===== config.mk =====
export PLATFORM = sky130hd
export DESIGN_NAME = mem_arbiter
export DESIGN_NICKNAME = d
export VERILOG_FILES = /design/src/rtl/mem_arbiter_pkg.sv /design/src/rtl/mem_arb_tag_fifo.sv /design/src/rtl/mem_arbiter.sv
export SDC_FILE = /design/constraint.sdc
export NUM_CORES = 1
export LEC_CHECK = 0
export BUFFER_PORTS_ARGS = -buffer_cell sky130_fd_sc_hd__clkbuf_2
export CORE_MARGIN = 4
export CORE_UTILIZATION = 40
export DETAILED_ROUTE_END_ITERATION = 6
export SYNTH_ARGS = -nofsm -noshare
export SYNTH_HDL_FRONTEND = slang
export SYNTH_SLANG_ARGS = --single-unit
export TNS_END_PERCENT = 100

===== constraint.sdc =====
create_clock -name clk -period 8.35 [get_ports clk]
set_input_delay 1.67 -clock clk [delete_from_list [all_inputs] [get_ports clk]]
set_output_delay 1.67 -clock clk [all_outputs]
set_load 0.05 [all_outputs]

===== src/rtl/mem_arbiter_pkg.sv =====
// Shared types and constants for the N-channel memory-command arbiter.
package mem_arbiter_pkg;

  typedef enum logic {
    IDLE = 1'b0,
    HOLD = 1'b1
  } arb_state_t;

  localparam int unsigned ARB_FIXED = 0;
  localparam int unsigned ARB_RR    = 1;

  // Channel index width, never narrower than one bit.
  function automatic int unsigned ch_idx_w(input int unsigned n);
    return (n > 1) ? $clog2(n) : 1;
  endfunction

endpackage


===== src/rtl/mem_arb_tag_fifo.sv =====
// Synchronous FIFO holding read tags so responses route back in order.
module mem_arb_tag_fifo #(
  parameter int unsigned W     = 8,
  parameter int unsigned DEPTH = 4
) (
  input  logic                       clk,
  input  logic                       rst_n,
  input  logic                       push,
  input  logic                       pop,
  input  logic [W-1:0]               din,
  output logic [W-1:0]               head,
  output logic [$clog2(DEPTH+1)-1:0] count,
  output logic                       full,
  output logic                       empty
);
  localparam int unsigned PTR_W = (DEPTH > 1) ? $clog2(DEPTH) : 1;
  localparam int unsigned CNT_W = $clog2(DEPTH + 1);

  logic [W-1:0]     mem_q [DEPTH];
  logic [PTR_W-1:0] wr_ptr_q, wr_ptr_d, rd_ptr_q, rd_ptr_d;
  logic [CNT_W-1:0] count_q, count_d;
  logic             do_push, do_pop;

  assign empty = (count_q == '0);
  assign full  = (count_q == CNT_W'(DEPTH));
  assign count = count_q;
  assign head  = mem_q[rd_ptr_q];

  always_comb begin
    do_pop   = pop & ~empty;
    do_push  = push & (~full | do_pop);
    wr_ptr_d = wr_ptr_q;
    rd_ptr_d = rd_ptr_q;
    if (do_push) wr_ptr_d = (wr_ptr_q == PTR_W'(DEPTH - 1)) ? '0 : PTR_W'(wr_ptr_q + 1'b1);
    if (do_pop)  rd_ptr_d = (rd_ptr_q == PTR_W'(DEPTH - 1)) ? '0 : PTR_W'(rd_ptr_q + 1'b1);
    count_d = CNT_W'(count_q + CNT_W'(do_push) - CNT_W'(do_pop));
  end

  always_ff @(posedge clk) begin
    if (!rst_n) begin
      wr_ptr_q <= '0;
      rd_ptr_q <= '0;
      count_q  <= '0;
    end else begin
      wr_ptr_q <= wr_ptr_d;
      rd_ptr_q <= rd_ptr_d;
      count_q  <= count_d;
    end
  end

  always_ff @(posedge clk) begin
    if (do_push) mem_q[wr_ptr_q] <= din;
  end

endmodule


===== src/rtl/mem_arbiter.sv =====
// N-channel memory-command arbiter: fixed/round-robin grant, one-deep command
// hold register and in-order routing of pipelined read responses.
module mem_arbiter
  import mem_arbiter_pkg::*;
#(
  parameter int unsigned NUM_CH          = 2,
  parameter int unsigned ADDR_W          = 32,
  parameter int unsigned DATA_W          = 32,
  parameter int unsigned MAX_OUTSTANDING = 4,
  parameter int unsigned RR_MODE         = ARB_FIXED
) (
  input  logic                       clk,
  input  logic                       rst_n,
  input  logic                       stall,
  input  logic [NUM_CH-1:0]          req_valid,
  output logic [NUM_CH-1:0]          req_ready,
  input  logic [NUM_CH-1:0]          req_wen,
  input  logic [NUM_CH*ADDR_W-1:0]   req_addr,
  input  logic [NUM_CH*DATA_W-1:0]   req_wdata,
  output logic [NUM_CH-1:0]          resp_valid,
  output logic [ADDR_W-1:0]          resp_addr,
  output logic [DATA_W-1:0]          resp_rdata,
  output logic                       mem_cmd_start,
  output logic                       mem_cmd_write,
  input  logic                       mem_cmd_ready,
  output logic [ADDR_W-1:0]          mem_addr,
  output logic [DATA_W-1:0]          mem_wdata,
  input  logic [DATA_W-1:0]          mem_rdata,
  input  logic                       mem_rdata_valid,
  output logic                       err_unexpected
);
  localparam int unsigned CH_W  = ch_idx_w(NUM_CH);
  localparam int unsigned CNT_W = $clog2(MAX_OUTSTANDING + 1);

  typedef struct packed {
    logic              wen;
    logic [ADDR_W-1:0] addr;
    logic [DATA_W-1:0] wdata;
    logic [CH_W-1:0]   ch;
  } hold_t;

  typedef struct packed {
    logic [CH_W-1:0]   ch;
    logic [ADDR_W-1:0] addr;
  } tag_t;

  arb_state_t      state_q, state_d;
  hold_t           hold_q, hold_d, cmd;
  logic [CH_W-1:0] rr_ptr_q, rr_ptr_d, win;
  logic            err_q, err_d;

  tag_t             tag_head, tag_din;
  logic [CNT_W-1:0] tag_count;
  logic             tag_full, tag_empty, tag_push, tag_pop;
  logic             unused_full;

  logic [NUM_CH-1:0] elig;
  logic              any_elig, found, handoff;

  assign unused_full = tag_full;

  // Eligibility uses the registered count: a same-cycle pop frees nothing.
  always_comb begin
    found = 1'b0;
    win   = '0;
    for (int unsigned i = 0; i < NUM_CH; i++)
      elig[i] = req_valid[i] & (req_wen[i] | (tag_count < CNT_W'(MAX_OUTSTANDING)));
    any_elig = |elig;
    for (int unsigned k = 0; k < NUM_CH; k++) begin
      int unsigned idx;
      idx = ((RR_MODE == ARB_RR) ? int'(rr_ptr_q) + k : k) % NUM_CH;
      if (!found && elig[idx]) begin
        found = 1'b1;
        win   = CH_W'(idx);
      end
    end
  end

  always_comb begin
    if (state_q == HOLD) begin
      cmd = hold_q;
    end else begin
      cmd.wen   = req_wen[win];
      cmd.addr  = req_addr[int'(win)*ADDR_W +: ADDR_W];
      cmd.wdata = req_wdata[int'(win)*DATA_W +: DATA_W];
      cmd.ch    = win;
    end
  end

  always_comb begin
    state_d       = state_q;
    hold_d        = hold_q;
    rr_ptr_d      = rr_ptr_q;
    err_d         = err_q;
    req_ready     = '0;
    mem_cmd_start = 1'b0;
    handoff       = 1'b0;
    resp_valid    = '0;
    case (state_q)
      IDLE: begin
        if (!stall && any_elig) begin
          req_ready[win] = 1'b1;
          mem_cmd_start  = 1'b1;
          handoff        = mem_cmd_ready;
          rr_ptr_d       = (win == CH_W'(NUM_CH - 1)) ? '0 : CH_W'(win + 1'b1);
          if (!mem_cmd_ready) begin
            hold_d  = cmd;
            state_d = HOLD;
          end
        end
      end
      HOLD: begin
        mem_cmd_start = 1'b1;
        handoff       = mem_cmd_ready;
        if (mem_cmd_ready) state_d = IDLE;
      end
      default: state_d = IDLE;
    endcase
    tag_push = handoff & ~cmd.wen;
    tag_pop  = mem_rdata_valid & ~tag_empty;
    if (mem_rdata_valid && tag_empty) err_d = 1'b1;
    if (tag_pop) resp_valid[tag_head.ch] = 1'b1;
    if (!rst_n) begin
      req_ready     = '0;
      mem_cmd_start = 1'b0;
      resp_valid    = '0;
      tag_push      = 1'b0;
      tag_pop       = 1'b0;
    end
  end

  assign tag_din        = '{ch: cmd.ch, addr: cmd.addr};
  assign mem_cmd_write  = cmd.wen;
  assign mem_addr       = cmd.addr;
  assign mem_wdata      = cmd.wdata;
  assign resp_addr      = tag_head.addr;
  assign resp_rdata     = mem_rdata;
  assign err_unexpected = err_q;

  always_ff @(posedge clk) begin
    if (!rst_n) begin
      state_q  <= IDLE;
      hold_q   <= '0;
      rr_ptr_q <= '0;
      err_q    <= 1'b0;
    end else begin
      state_q  <= state_d;
      hold_q   <= hold_d;
      rr_ptr_q <= rr_ptr_d;
      err_q    <= err_d;
    end
  end

  mem_arb_tag_fifo #(
    .W     ($bits(tag_t)),
    .DEPTH (MAX_OUTSTANDING)
  ) u_tag_fifo (
    .clk   (clk),
    .rst_n (rst_n),
    .push  (tag_push),
    .pop   (tag_pop),
    .din   (tag_din),
    .head  (tag_head),
    .count (tag_count),
    .full  (tag_full),
    .empty (tag_empty)
  );

endmodule


==> out/qor_table.md, run 1 <==
| Step | Parameter | This run |
|:---|:---|:---|
| outcome | Outcome | finished, final reports clean |
| job | Number of max-cap violations | 0 |
| synthesis | Syn Area/Cell | 11.8 µm² |
| power and ir drop | Areal power density over the cells | 273 mW/mm² |
| clocking | Num Clock Sinks | 209 |
| synthesis | Fraction of the yosys area taken by sequential cells | 0.528 |
| route | Detail Route Antenna Nets | 0 |
| worst setup path | Critical Path Sink Type | primary output |
| worst setup path | Number of cells on the critical path | 7 |
| clocking | Clk_lat worst skew | 500 ps |
| worst setup path | Largest driver fanout on the critical path | 37 |
| worst setup path | Most used cell, CP | sky130_fd_sc_hd__clkbuf_2 |
| route | # DRC | 0 |
| die | Cell row count | 58 |
| clocking | Quantity of gates resized following cts | 0 |
| synthesis | Number of distinct library cell variants in the gate-level netlist after synthesis | 46 |
| sta | Setup Total Neg Slack | 0 ps |
| route | Average via count per standard cell | 5.39 |
| power and ir drop | Net Sw Frac | 0.356 |
| die | Die H | 169 µm |
| sta | Unrepaired setup endpoints after global routing | false |
| route | Total wire length after detailed routing | 26,900 µm |
| clocking | Post-CTS setup buffer count | 0 |
| power and ir drop | P_leak | 0.00449 µW |
| placement | Routability-driven placement congestion ratio | 0.734 |
| layout | Multi-input gate area | 0.00339 mm² |
| sta | Number of pins with negative max-slew slack in the final report | 0 |
| sta | Clock Skew | 10.8 ps |
| power and ir drop | Internal power | 2110 µW |
| route | Wire length per cell after detailed routing | 20.0 µm |
| die | Standard cell core area | 0.0254 mm² |
| sta | Worst-Margin Slew | 1040 ps |
| worst setup path | Worst-path cell with the longest stage delay | sky130_fd_sc_hd__a211o_2 |
| worst setup path | Number of buffer and inverter instances along the worst setup path | 3 |
| route | DR pass1 iterations | 5 |
| sta | Final worst-path cycle share | 0.687 |
| worst setup path | Delay of the slowest critical-path stage | 660 ps |
| power and ir drop | Switching power | 1160 µW |
| placement | IO buf count | 239 |
| layout | Synth-to-Final Area Change | 14.8% |
| global route | Global router's overall resource usage | 0.182 |
| route | Number of design-rule violations left by the first detailed-router iteration | 508 |
| synthesis | Synthesis Warnings | 0 |
| worst setup path | Cell family contributing the most delay on the critical path | compound AO/OA/AOI/OAI gates |
| die | Starting Density | 0.411 |
| die | Die extent in x | 169 µm |
| min path | Number of cells on the worst hold path | 1 |
| die | I/O Pins | 304 |
| clocking | Clk buf depth | 3 |
| layout | Number of standard cells in the final layout excluding fillers | 1,346 |
| synthesis | Count of flip-flops with a built-in enable after synthesis | 132 |
| placement | Detail Placement HPWL | 17,400 µm |
| synthesis | Cell area after synthesis | 0.0104 mm² |
| synthesis | Number of cells produced by synthesis | 886 |
| synthesis | Flops & latches, synth | 209 |
| layout | Fin util | 0.471 |
| synthesis | Proportion of synthesized flip-flops having asynchronous set or reset | 0 |
| layout | Number of diodes added for antenna fixing | 0 |
| clocking | Post-CTS clock slew at the launch and capture registers of the worst setup and hold paths | 60 ps |
| layout | Final #Nets | 1,175 |
| power and ir drop | Relative contribution of sequential cells to total power | 0.375 |
| clocking | H-tree depth reported by CTS | 1 |
| route | Total via count after detailed routing | 7,257 |
| sta | Final setup viols | 0 |
| min path | Hold crit path type | flip-flop to flip-flop |
| worst setup path | Critical path data required time | 6680 ps |
| sta | Endpoints failing hold | 0 |
| sta | Relative slew margins | 0.305 |
| layout | Most common cell after layout, fill and taps aside | sky130_fd_sc_hd__clkbuf_2 |
| global route | Pin count of the biggest net entering global routing | 81 |
| global route | Via count of the first global-routing pass | 7,167 |
| worst setup path | Class of the most critical setup path | input port to primary output |
| global route | First-pass GRT wire length | 41,400 µm |
| worst setup path | Crit-path cells | clkbuf_2, nand2b_2, a211o_2, buf_4, a211oi_2, a21oi_1, clkbuf_2 |
| clocking | TritonCTS clock tree | built |
| placement | Number of placed cells counting well taps | 1,301 |
| clocking | TritonCTS Buffers | 25 |
| synthesis | Main synth FF type | sky130_fd_sc_hd__edfxtp_1 |
| die | Die outline area | 0.0287 mm² |
| layout | Most frequent cells in the layout | sky130_fd_sc_hd__clkbuf_2, sky130_fd_sc_hd__inv_1, sky130_fd_sc_hd__edfxtp_1 |
| worst setup path | Kind of launch point of the worst setup path | input port |
| synthesis | Post-Synthesis Net Count | 1,063 |
| sta | Post-layout minimum cycle time | 5740 ps |
| power and ir drop | Worst IR Drop VDD | 0.153 mV |
| power and ir drop | Clock power share | 0.326 |
| global route | Aggregate global routing overflow | 0 |
| layout | Share of post-route cells with drive strength above 1 | 0.360 |
| worst setup path | Logic depth of the worst register-to-register path | 10 |
| global route | Initial antenna violation count | 0 |
| layout | Sequential cell area | 0.00551 mm² |
| clocking | Clock Root Buffer | sky130_fd_sc_hd__clkbuf_16 |
| clocking | Hold Buf Count CTS | 0 |
| sta | Max Fclk | 174 MHz |
| worst setup path | Register-to-Register Setup Slack | 4450 ps |
| layout | FILL cells | 2,382 |
| power and ir drop | Proportion of power drawn by combinational gates | 0.298 |
| worst setup path | Arrival time of data at the critical path endpoint | 4070 ps |
[final timing paths]
path	from	endpoint
worst max-delay path	req_wen[0]	mem_addr[22]
worst min-delay path	hold_q[64]$_SDFFE_PN0P_	hold_q[64]$_SDFFE_PN0P_
worst max register to register	state_q$_SDFF_PN0_	u_tag_fifo.count[2]$_SDFF_PN0_
worst min register to register	hold_q[64]$_SDFFE_PN0P_	hold_q[64]$_SDFFE_PN0P_
[cells by family after synthesis]
kind of cell / count (synthesis) / synth area share
and+or+nand+nor: 43 / 0.0242
buffers and inverters: 309 / 0.151
adders and majority gates: 8 / 0.0103
DFF: 209 / 0.528
AOI/OAI and AO/OA: 278 / 0.210
xor gates and xnor gates: 2 / 0.00168
muxes: 37 / 0.0753
[area by class of cell]
type                            count  share of cell area
Sequential cell                   209               0.460
Multi-Input combinational cell    368               0.283
Timing Repair Buffer              256               0.111
Clock buffer                       37              0.0602
Inverter                          138              0.0433
Tap cell                          330              0.0345
Clock inverter                      8             0.00794
[routing by layer]
| metal | vias up | GRT usage | part of all wire |
|---|---|---|---|
| met1 | 3469 | 0.268 | 0.45 |
| met5 | - | 0 | 0 |
| met3 | 27 | 0.0464 | 0.094 |
| met2 | 334 | 0.274 | 0.44 |
| li1 | 3427 | - | - |
| met4 | 0 | 0.0357 | 0.011 |
[power by group through the flow]
stage,clock network (µW),logic (µW),registers (µW)
floorplan,0,896,1220
global route,1140,1050,1240
detailed placement,0,986,1250
global placement,0,980,1250
finish,1070,976,1230
CTS,1090,988,1230
[synth_stat cells, drive strengths merged (3+ instances only)]
library cell,instances,area [µm²]
a211o,4,35.0
mux4,33,743
dfxtp,77,1540
nand2,9,33.8
nor2,6,22.5
nor3b,3,22.5
o2bb2ai,64,561
a21oi,68,340
inv,138,518
a211oi,64,581
and2,6,37.5
buf,118,858
a2111oi,64,561
nor2b,7,51.3
ha,7,87.6
clkbuf,53,199
edfxtp,132,3960
[flip-flops by register name, summed over array words and instances (netlist names), named ones only]
signal               count
u_tag_fifo.mem_q       132
hold_q                  66
u_tag_fifo.count         3
u_tag_fifo.rd_ptr_q      2
u_tag_fifo.wr_ptr_q      2
err_unexpected           1
state_q                  1
[worst reg2reg max path: stages (launching register included)]
cell and delay [ps]:
sky130_fd_sc_hd__dfxtp_4 800, sky130_fd_sc_hd__buf_4 750, sky130_fd_sc_hd__nor2_1 270, sky130_fd_sc_hd__a21boi_0 250
sky130_fd_sc_hd__a21oi_1 550, sky130_fd_sc_hd__nor2_1 140, sky130_fd_sc_hd__ha_1 230, sky130_fd_sc_hd__fa_1 380
sky130_fd_sc_hd__xnor2_1 150, sky130_fd_sc_hd__xnor2_1 130, sky130_fd_sc_hd__and2_1 150
[stage by stage]
step	power, µW	cell area, µm²	hold WS (ps)	worst slack (ps)
6_report	3270	12000	459	2610
2_1_floorplan	2120	10400	432	2760
4_1_cts	3310	12000	464	2580
3_5_place_dp	2230	11200	446	2580
3_3_place_gp	2230	11200	444	2590
5_1_grt	3420	12000	470	2340
Note: power is estimated with default switching activity, not from simulation.
==> run 2, diff against run 1 <==
- clock period: 8.35 -> 5.85 ns (I/O delays scaled with it)
==> run 2 against run 1 <==
Net effect:
- register-to-register slack lost 1500 ps
- power grew 37%
- die area is the same
- flip-flop and latch count is the same
- clock power grew 26%
- final area shrank 0.73%
- non-clock buffer count grew 5
- largest power group unchanged
- worst setup slack lost 1500 ps
- first-iteration DRC count grew 12%
==> out/qor_table.md, run 2 (synthesis gave the netlist of run 1 again) <==
| Step | Parameter | This run |
|:---|:---|:---|
| power and ir drop | Worst IR Drop VDD | 0.202 mV |
| clocking | Clk_lat worst skew | 510 ps |
| die | I/O Pins | 304 |
| placement | IO buf count | 239 |
| layout | Fin util | 0.468 |
| clocking | Clock Root Buffer | sky130_fd_sc_hd__clkbuf_16 |
| clocking | TritonCTS clock tree | built |
| route | # DRC | 0 |
| sta | Worst-Margin Slew | 1040 ps |
| route | DR pass1 iterations | 4 |
| power and ir drop | Clock power share | 0.299 |
| worst setup path | Kind of launch point of the worst setup path | input port |
| layout | Most common cell after layout, fill and taps aside | sky130_fd_sc_hd__clkbuf_2 |
| sta | Setup Total Neg Slack | 0 ps |
| global route | Aggregate global routing overflow | 0 |
| sta | Final worst setup slack | 1090 ps |
| clocking | Hold Buf Count CTS | 0 |
| route | Total wire length after detailed routing | 27,100 µm |
| die | Standard cell core area | 0.0254 mm² |
| sta | Clock Skew | 22.4 ps |
| global route | Global router's overall resource usage | 0.183 |
| power and ir drop | Relative contribution of sequential cells to total power | 0.391 |
| worst setup path | Worst-path cell with the longest stage delay | sky130_fd_sc_hd__a2111oi_0 |
| layout | Share of post-route cells with drive strength above 1 | 0.356 |
| worst setup path | Crit-path cells | clkbuf_2, nand2b_2, buf_4, a2111oi_0, a211oi_2, a21oi_1, clkbuf_2 |
| route | Detail Route Antenna Nets | 0 |
| worst setup path | Critical path data required time | 4680 ps |
| layout | Number of standard cells in the final layout excluding fillers | 1,349 |
| worst setup path | Most used cell, CP | sky130_fd_sc_hd__clkbuf_2 |
| die | Starting Density | 0.411 |
| sta | Endpoints failing hold | 0 |
| global route | Via count of the first global-routing pass | 7,247 |
| power and ir drop | Net Sw Frac | 0.365 |
| worst setup path | Class of the most critical setup path | input port to primary output |
| worst setup path | Arrival time of data at the critical path endpoint | 3590 ps |
| outcome | Outcome | finished, final reports clean |
| sta | Post-layout minimum cycle time | 4760 ps |
| clocking | Clk buf depth | 3 |
| clocking | H-tree depth reported by CTS | 1 |
| route | Wire length per cell after detailed routing | 20.1 µm |
| global route | First-pass GRT wire length | 41,800 µm |
| route | Total via count after detailed routing | 7,290 |
| route | Average via count per standard cell | 5.40 |
| worst setup path | Critical Path Sink Type | primary output |
| sta | Number of pins with negative max-slew slack in the final report | 0 |
| global route | Pin count of the biggest net entering global routing | 52 |
| die | Die outline area | 0.0287 mm² |
| clocking | Post-CTS clock slew at the launch and capture registers of the worst setup and hold paths | 60 ps |
| die | Die extent in x | 169 µm |
| layout | Flip-flop count of the largest register after layout | 132 |
| route | Number of design-rule violations left by the first detailed-router iteration | 567 |
| worst setup path | Register-to-Register Setup Slack | 2930 ps |
| sta | Unrepaired setup endpoints after global routing | false |
| power and ir drop | P_leak | 0.00444 µW |
| sta | Max Fclk | 210 MHz |
| worst setup path | Delay of the slowest critical-path stage | 640 ps |
| power and ir drop | Internal power | 2850 µW |
| layout | Most frequent cells in the layout | sky130_fd_sc_hd__clkbuf_2, sky130_fd_sc_hd__inv_1, sky130_fd_sc_hd__edfxtp_1 |
| clocking | Quantity of gates resized following cts | 0 |
| sta | Worst slack on hold paths | 459 ps |
| clocking | TritonCTS Buffers | 23 |
| sta | Final setup viols | 0 |
| job | Number of max-cap violations | 0 |
| die | Cell row count | 58 |
| placement | Number of placed cells counting well taps | 1,306 |
| worst setup path | Largest driver fanout on the critical path | 27 |
| layout | Register containing the most flip-flops in the final layout | u_tag_fifo.mem_q |
| sta | Final worst-path cycle share | 0.813 |
| global route | Initial antenna violation count | 0 |
| clocking | Num Clock Sinks | 209 |
| power and ir drop | Proportion of power drawn by combinational gates | 0.310 |
| power and ir drop | Switching power | 1640 µW |
| die | Die H | 169 µm |
| placement | DP Worst Slack | 1150 ps |
| placement | Detail Placement HPWL | 18,600 µm |
| layout | Synth-to-Final Area Change | 14.0% |
| placement | Routability-driven placement congestion ratio | 0.774 |
| power and ir drop | Areal power density over the cells | 378 mW/mm² |
| layout | Final #Nets | 1,178 |
| sta | Relative slew margins | 0.310 |
| clocking | Post-CTS setup buffer count | 0 |
| min path | Hold crit path type | flip-flop to flip-flop |
-- run 2: cell count changes in the layout (fill, tap and decap cells not counted) --
cell and delta:
sky130_fd_sc_hd__clkbuf_1 +5, sky130_fd_sc_hd__clkbuf_16 -2, sky130_fd_sc_hd__clkinv_1 +1, sky130_fd_sc_hd__diode_2 +1, sky130_fd_sc_hd__clkbuf_8 -5, sky130_fd_sc_hd__buf_4 +5, sky130_fd_sc_hd__bufinv_16 -1, sky130_fd_sc_hd__clkinv_2 -2
sky130_fd_sc_hd__inv_6 +1
-- run 2: layer usage --
layer | track usage | vias up | wire, µm
met4 | 0.0343 | 0 | 325
met2 | 0.283 | 314 | 12200
li1 | - | 3432 | -
met5 | 0 | - | 0
met3 | 0.0391 | 28 | 2220
met1 | 0.269 | 3516 | 12400
-- run 2: stage by stage --
step | power (µW) | cell area (µm²)
floorplan | 3020 | 10400
global placement | 3180 | 11200
detailed placement | 3190 | 11200
CTS | 4550 | 11900
global route | 4710 | 11900
finish | 4490 | 11900
-- run 2: area by class of cell --
class / instances / area, µm²
Fill cell: 2327 / 13500
Sequential cell: 209 / 5510
Multi-Input combinational cell: 368 / 3390
Timing Repair Buffer: 261 / 1360
Clock buffer: 35 / 621
Inverter: 138 / 518
Tap cell: 330 / 413
Clock inverter: 7 / 67.6
Antenna cell: 1 / 2.50
-- run 2: worst max-delay path, delay by kind of cell --
| family | cells | cell delay [ps] |
|---|---|---|
| compound gates | 3 | 1080 |
| simple gates | 1 | 460 |
| buf+inv | 3 | 860 |
-- run 2: final timing paths --
check                                   end                    start  depth (start not counted)
max reg2reg  u_tag_fifo.count[2]$_SDFF_PN0_       state_q$_SDFF_PN0_                          9
min reg2reg         hold_q[54]$_SDFFE_PN0P_  hold_q[54]$_SDFFE_PN0P_                          1
min                 hold_q[54]$_SDFFE_PN0P_  hold_q[54]$_SDFFE_PN0P_                          1
max                            mem_addr[19]               req_wen[0]                          7
-- run 2: power by group through the flow --
stage,Combinational [µW],Sequential (µW),Clock [µW]
2_1_floorplan,1280,1740,0
3_3_place_gp,1390,1790,0
3_5_place_dp,1400,1790,0
4_1_cts,1400,1760,1390
5_1_grt,1490,1770,1450
6_report,1390,1760,1350
==> run 3, diff against run 2 <==
- ABC_AREA: default -> 1
- PLACE_DENSITY: default -> 0.66
- clock period: 5.85 -> 4.15 ns (I/O delays scaled with it)
==> run 3 against run 2 <==
Net effect:
- critical path depth up 2
- sequential power increased by 36%
- sequential share of layout area fell by 1.6 points
- critical endpoint unchanged
- highest routed layer unchanged
==> out/qor_table.md, run 3 <==
| Step | Parameter | This run |
|:---|:---|:---|
| outcome | Outcome | finished, final reports clean |
| clocking | H-tree depth reported by CTS | 1 |
| sta | Unrepaired setup endpoints after global routing | false |
| sta | Final worst-path cycle share | 0.846 |
| worst setup path | Largest driver fanout on the critical path | 94 |
| placement | DP Worst Slack | 700 ps |
| synthesis | Cell area after synthesis | 0.0107 mm² |
| synthesis | Cell type contributing the most total cell area after synthesis | sky130_fd_sc_hd__edfxtp_1 |
| power and ir drop | Areal power density over the cells | 538 mW/mm² |
| clocking | Quantity of gates resized following cts | 0 |
| route | Total wire length after detailed routing | 26,500 µm |
| layout | Number of diodes added for antenna fixing | 0 |
| job | Number of max-cap violations | 0 |
| synthesis | Cells taking the most area after synthesis | sky130_fd_sc_hd__edfxtp_1, sky130_fd_sc_hd__dfxtp_1, sky130_fd_sc_hd__nand2_1 |
| die | Standard cell core area | 0.0262 mm² |
| sta | Worst-Margin Slew | 885 ps |
| layout | FILL cells | 2,459 |
| clocking | Num Clock Sinks | 209 |
| synthesis | Number of cells produced by synthesis | 1,219 |
| worst setup path | Cell family contributing the most delay on the critical path | buffers and inverters |
| sta | Endpoints failing hold | 0 |
| worst setup path | Arrival time of data at the critical path endpoint | 2680 ps |
| die | I/O Pins | 304 |
| clocking | Clk_lat worst skew | 510 ps |
| sta | Number of pins with negative max-slew slack in the final report | 0 |
| route | DR pass1 iterations | 7 |
| clocking | Hold Buf Count CTS | 0 |
| layout | Most frequent cells in the layout | sky130_fd_sc_hd__clkbuf_2, sky130_fd_sc_hd__nand2_1, sky130_fd_sc_hd__nor2_1 |
| synthesis | Flops & latches, synth | 209 |
| die | Starting Density | 0.410 |
| global route | Via count of the first global-routing pass | 8,053 |
| synthesis | Fraction of the yosys area taken by sequential cells | 0.513 |
| power and ir drop | Worst IR Drop VDD | 0.282 mV |
| clocking | Post-CTS clock slew at the launch and capture registers of the worst setup and hold paths | 60 ps |
| global route | Pin count of the biggest net entering global routing | 95 |
| sta | Final setup viols | 0 |
| synthesis | Post-Synthesis Net Count | 1,396 |
| layout | Share of post-route cells with drive strength above 1 | 0.278 |
| synthesis | Count of flip-flops with a built-in enable after synthesis | 132 |
| clocking | TritonCTS clock tree | built |
| layout | Synth-to-Final Area Change | 14.7% |
| clocking | TritonCTS Buffers | 23 |
| worst setup path | Critical Path Sink Type | primary output |
| worst setup path | Critical path data required time | 3320 ps |
| route | # DRC | 0 |
| route | Wire length per cell after detailed routing | 15.7 µm |
| global route | Global router's overall resource usage | 0.177 |
| synthesis | Fraction of post-synthesis cell area in the top cell type by area | 0.369 |
| synthesis | Syn Area/Cell | 8.81 µm² |
| sta | Clock Skew | 17.6 ps |
| worst setup path | Number of buffer and inverter instances along the worst setup path | 4 |
| route | Total via count after detailed routing | 8,169 |
| sta | Setup Total Neg Slack | 0 ps |
| sta | Final worst setup slack | 640 ps |
| die | Die extent in x | 172 µm |
| layout | Most common cell after layout, fill and taps aside | sky130_fd_sc_hd__clkbuf_2 |
| synthesis | Number of distinct library cell variants in the gate-level netlist after synthesis | 33 |
| route | Average via count per standard cell | 4.85 |
| clocking | Clock Root Buffer | sky130_fd_sc_hd__clkbuf_16 |
| worst setup path | Crit-path cells | clkbuf_2, inv_1, a21oi_2, nand2_8, buf_12, nand2_1, o211ai_2, nand2_1, clkbuf_2 |
| synthesis | Most instantiated cells after synthesis | sky130_fd_sc_hd__nand2_1, sky130_fd_sc_hd__nor2_1, sky130_fd_sc_hd__inv_1 |
| sta | Worst slack on hold paths | 459 ps |
| worst setup path | Delay of the slowest critical-path stage | 320 ps |
| route | Number of design-rule violations left by the first detailed-router iteration | 385 |
| synthesis | Cell with the most instances after synthesis | sky130_fd_sc_hd__nand2_1 |
| sta | Post-layout minimum cycle time | 3510 ps |
| worst setup path | Worst-path cell with the longest stage delay | sky130_fd_sc_hd__clkbuf_2 |
| synthesis | Proportion of synthesized flip-flops having asynchronous set or reset | 0 |
| synthesis | Synthesis Warnings | 0 |
| layout | Final #Nets | 1,511 |
| clocking | Post-CTS setup buffer count | 0 |
| die | Die H | 172 µm |
| clocking | Clk buf depth | 3 |
| sta | Max Fclk | 285 MHz |
| global route | Initial antenna violation count | 0 |
| synthesis | Main synth FF type | sky130_fd_sc_hd__edfxtp_1 |
| worst setup path | Kind of launch point of the worst setup path | input port |
| die | Die outline area | 0.0295 mm² |
| layout | Flip-flop count of the largest register after layout | 132 |
| global route | Aggregate global routing overflow | 0 |
| route | Detail Route Antenna Nets | 0 |
| layout | Register containing the most flip-flops in the final layout | u_tag_fifo.mem_q |
| power and ir drop | P_leak | 0.00591 µW |
| die | Cell row count | 59 |
| placement | IO buf count | 239 |
| placement | Routability-driven placement congestion ratio | 0.769 |
| placement | Detail Placement HPWL | 17,100 µm |
| worst setup path | Class of the most critical setup path | input port to primary output |
| min path | Hold crit path type | flip-flop to flip-flop |
| global route | First-pass GRT wire length | 41,800 µm |
| sta | Relative slew margins | 0.409 |
[run 3: area by class of cell]
cell class                 count  area, µm²  share of cell area
sequential                   209       5510               0.447
multi-input combinational    685       3560               0.289
timing repair buffer         257       1390               0.113
clock buffer                  28        626              0.0508
inverter                     158        596              0.0484
tap                          335        419              0.0340
clock inverter                14        210              0.0171
[run 3: worst paths after layout]
kind,slack [ps],startpoint,end,depth (start not counted)
max reg2reg,1580,u_tag_fifo.count[2]$_SDFF_PN0_,u_tag_fifo.count[2]$_SDFF_PN0_,12
max,640,req_wen[1],mem_addr[19],9
min reg2reg,460,err_unexpected$_SDFFE_PN0P_,err_unexpected$_SDFFE_PN0P_,2
min,460,err_unexpected$_SDFFE_PN0P_,err_unexpected$_SDFFE_PN0P_,2
[run 3: through the flow]
| stage | instance area, µm² | power (µW) | utilization | instances |
|---|---|---|---|---|
| 2_1_floorplan | 10700 | 4220 | - | 1219 |
| 3_3_place_gp | 11500 | 4450 | 0.438 | 1644 |
| 3_5_place_dp | 11500 | 4480 | 0.438 | 1644 |
| 4_1_cts | 12300 | 6700 | 0.470 | 1686 |
| 5_1_grt | 12300 | 6950 | 0.470 | 1686 |
| 6_report | 12300 | 6630 | 0.470 | 1686 |
[run 3: layer usage]
metal	up-vias	GRT usage	wire, µm
met3	42	0.0444	2170
met2	273	0.311	12500
li1	4094	-	-
met4	0	0.0345	409
met1	3760	0.222	11300
met5	-	0	0
[run 3: cells by family after synthesis]
group	after synthesis	synth area share
AOI/OAI and AO/OA	237	0.159
xor gates and xnor gates	2	0.00163
adders and majority gates	8	0.0100
buffers and inverters	325	0.160
DFF	209	0.513
and+or+nand+nor	438	0.157
[run 3: worst reg2reg max path, delay by kind of cell, from the launching register on]
family | cells | cell delay (ps)
DFF | 1 | 440
AOI/OAI and AO/OA | 1 | 310
buffers and inverters | 1 | 90
adders and majority gates | 2 | 580
and+or+nand+nor | 6 | 720
xor gates and xnor gates | 2 | 350
[run 3: power by group]
part           total [µW]  switching [µW]  internal (µW)
sequential           2400            46.4           2360
clock                2210             816           1390
combinational        2020            1550            465
total                6630            2420           4210
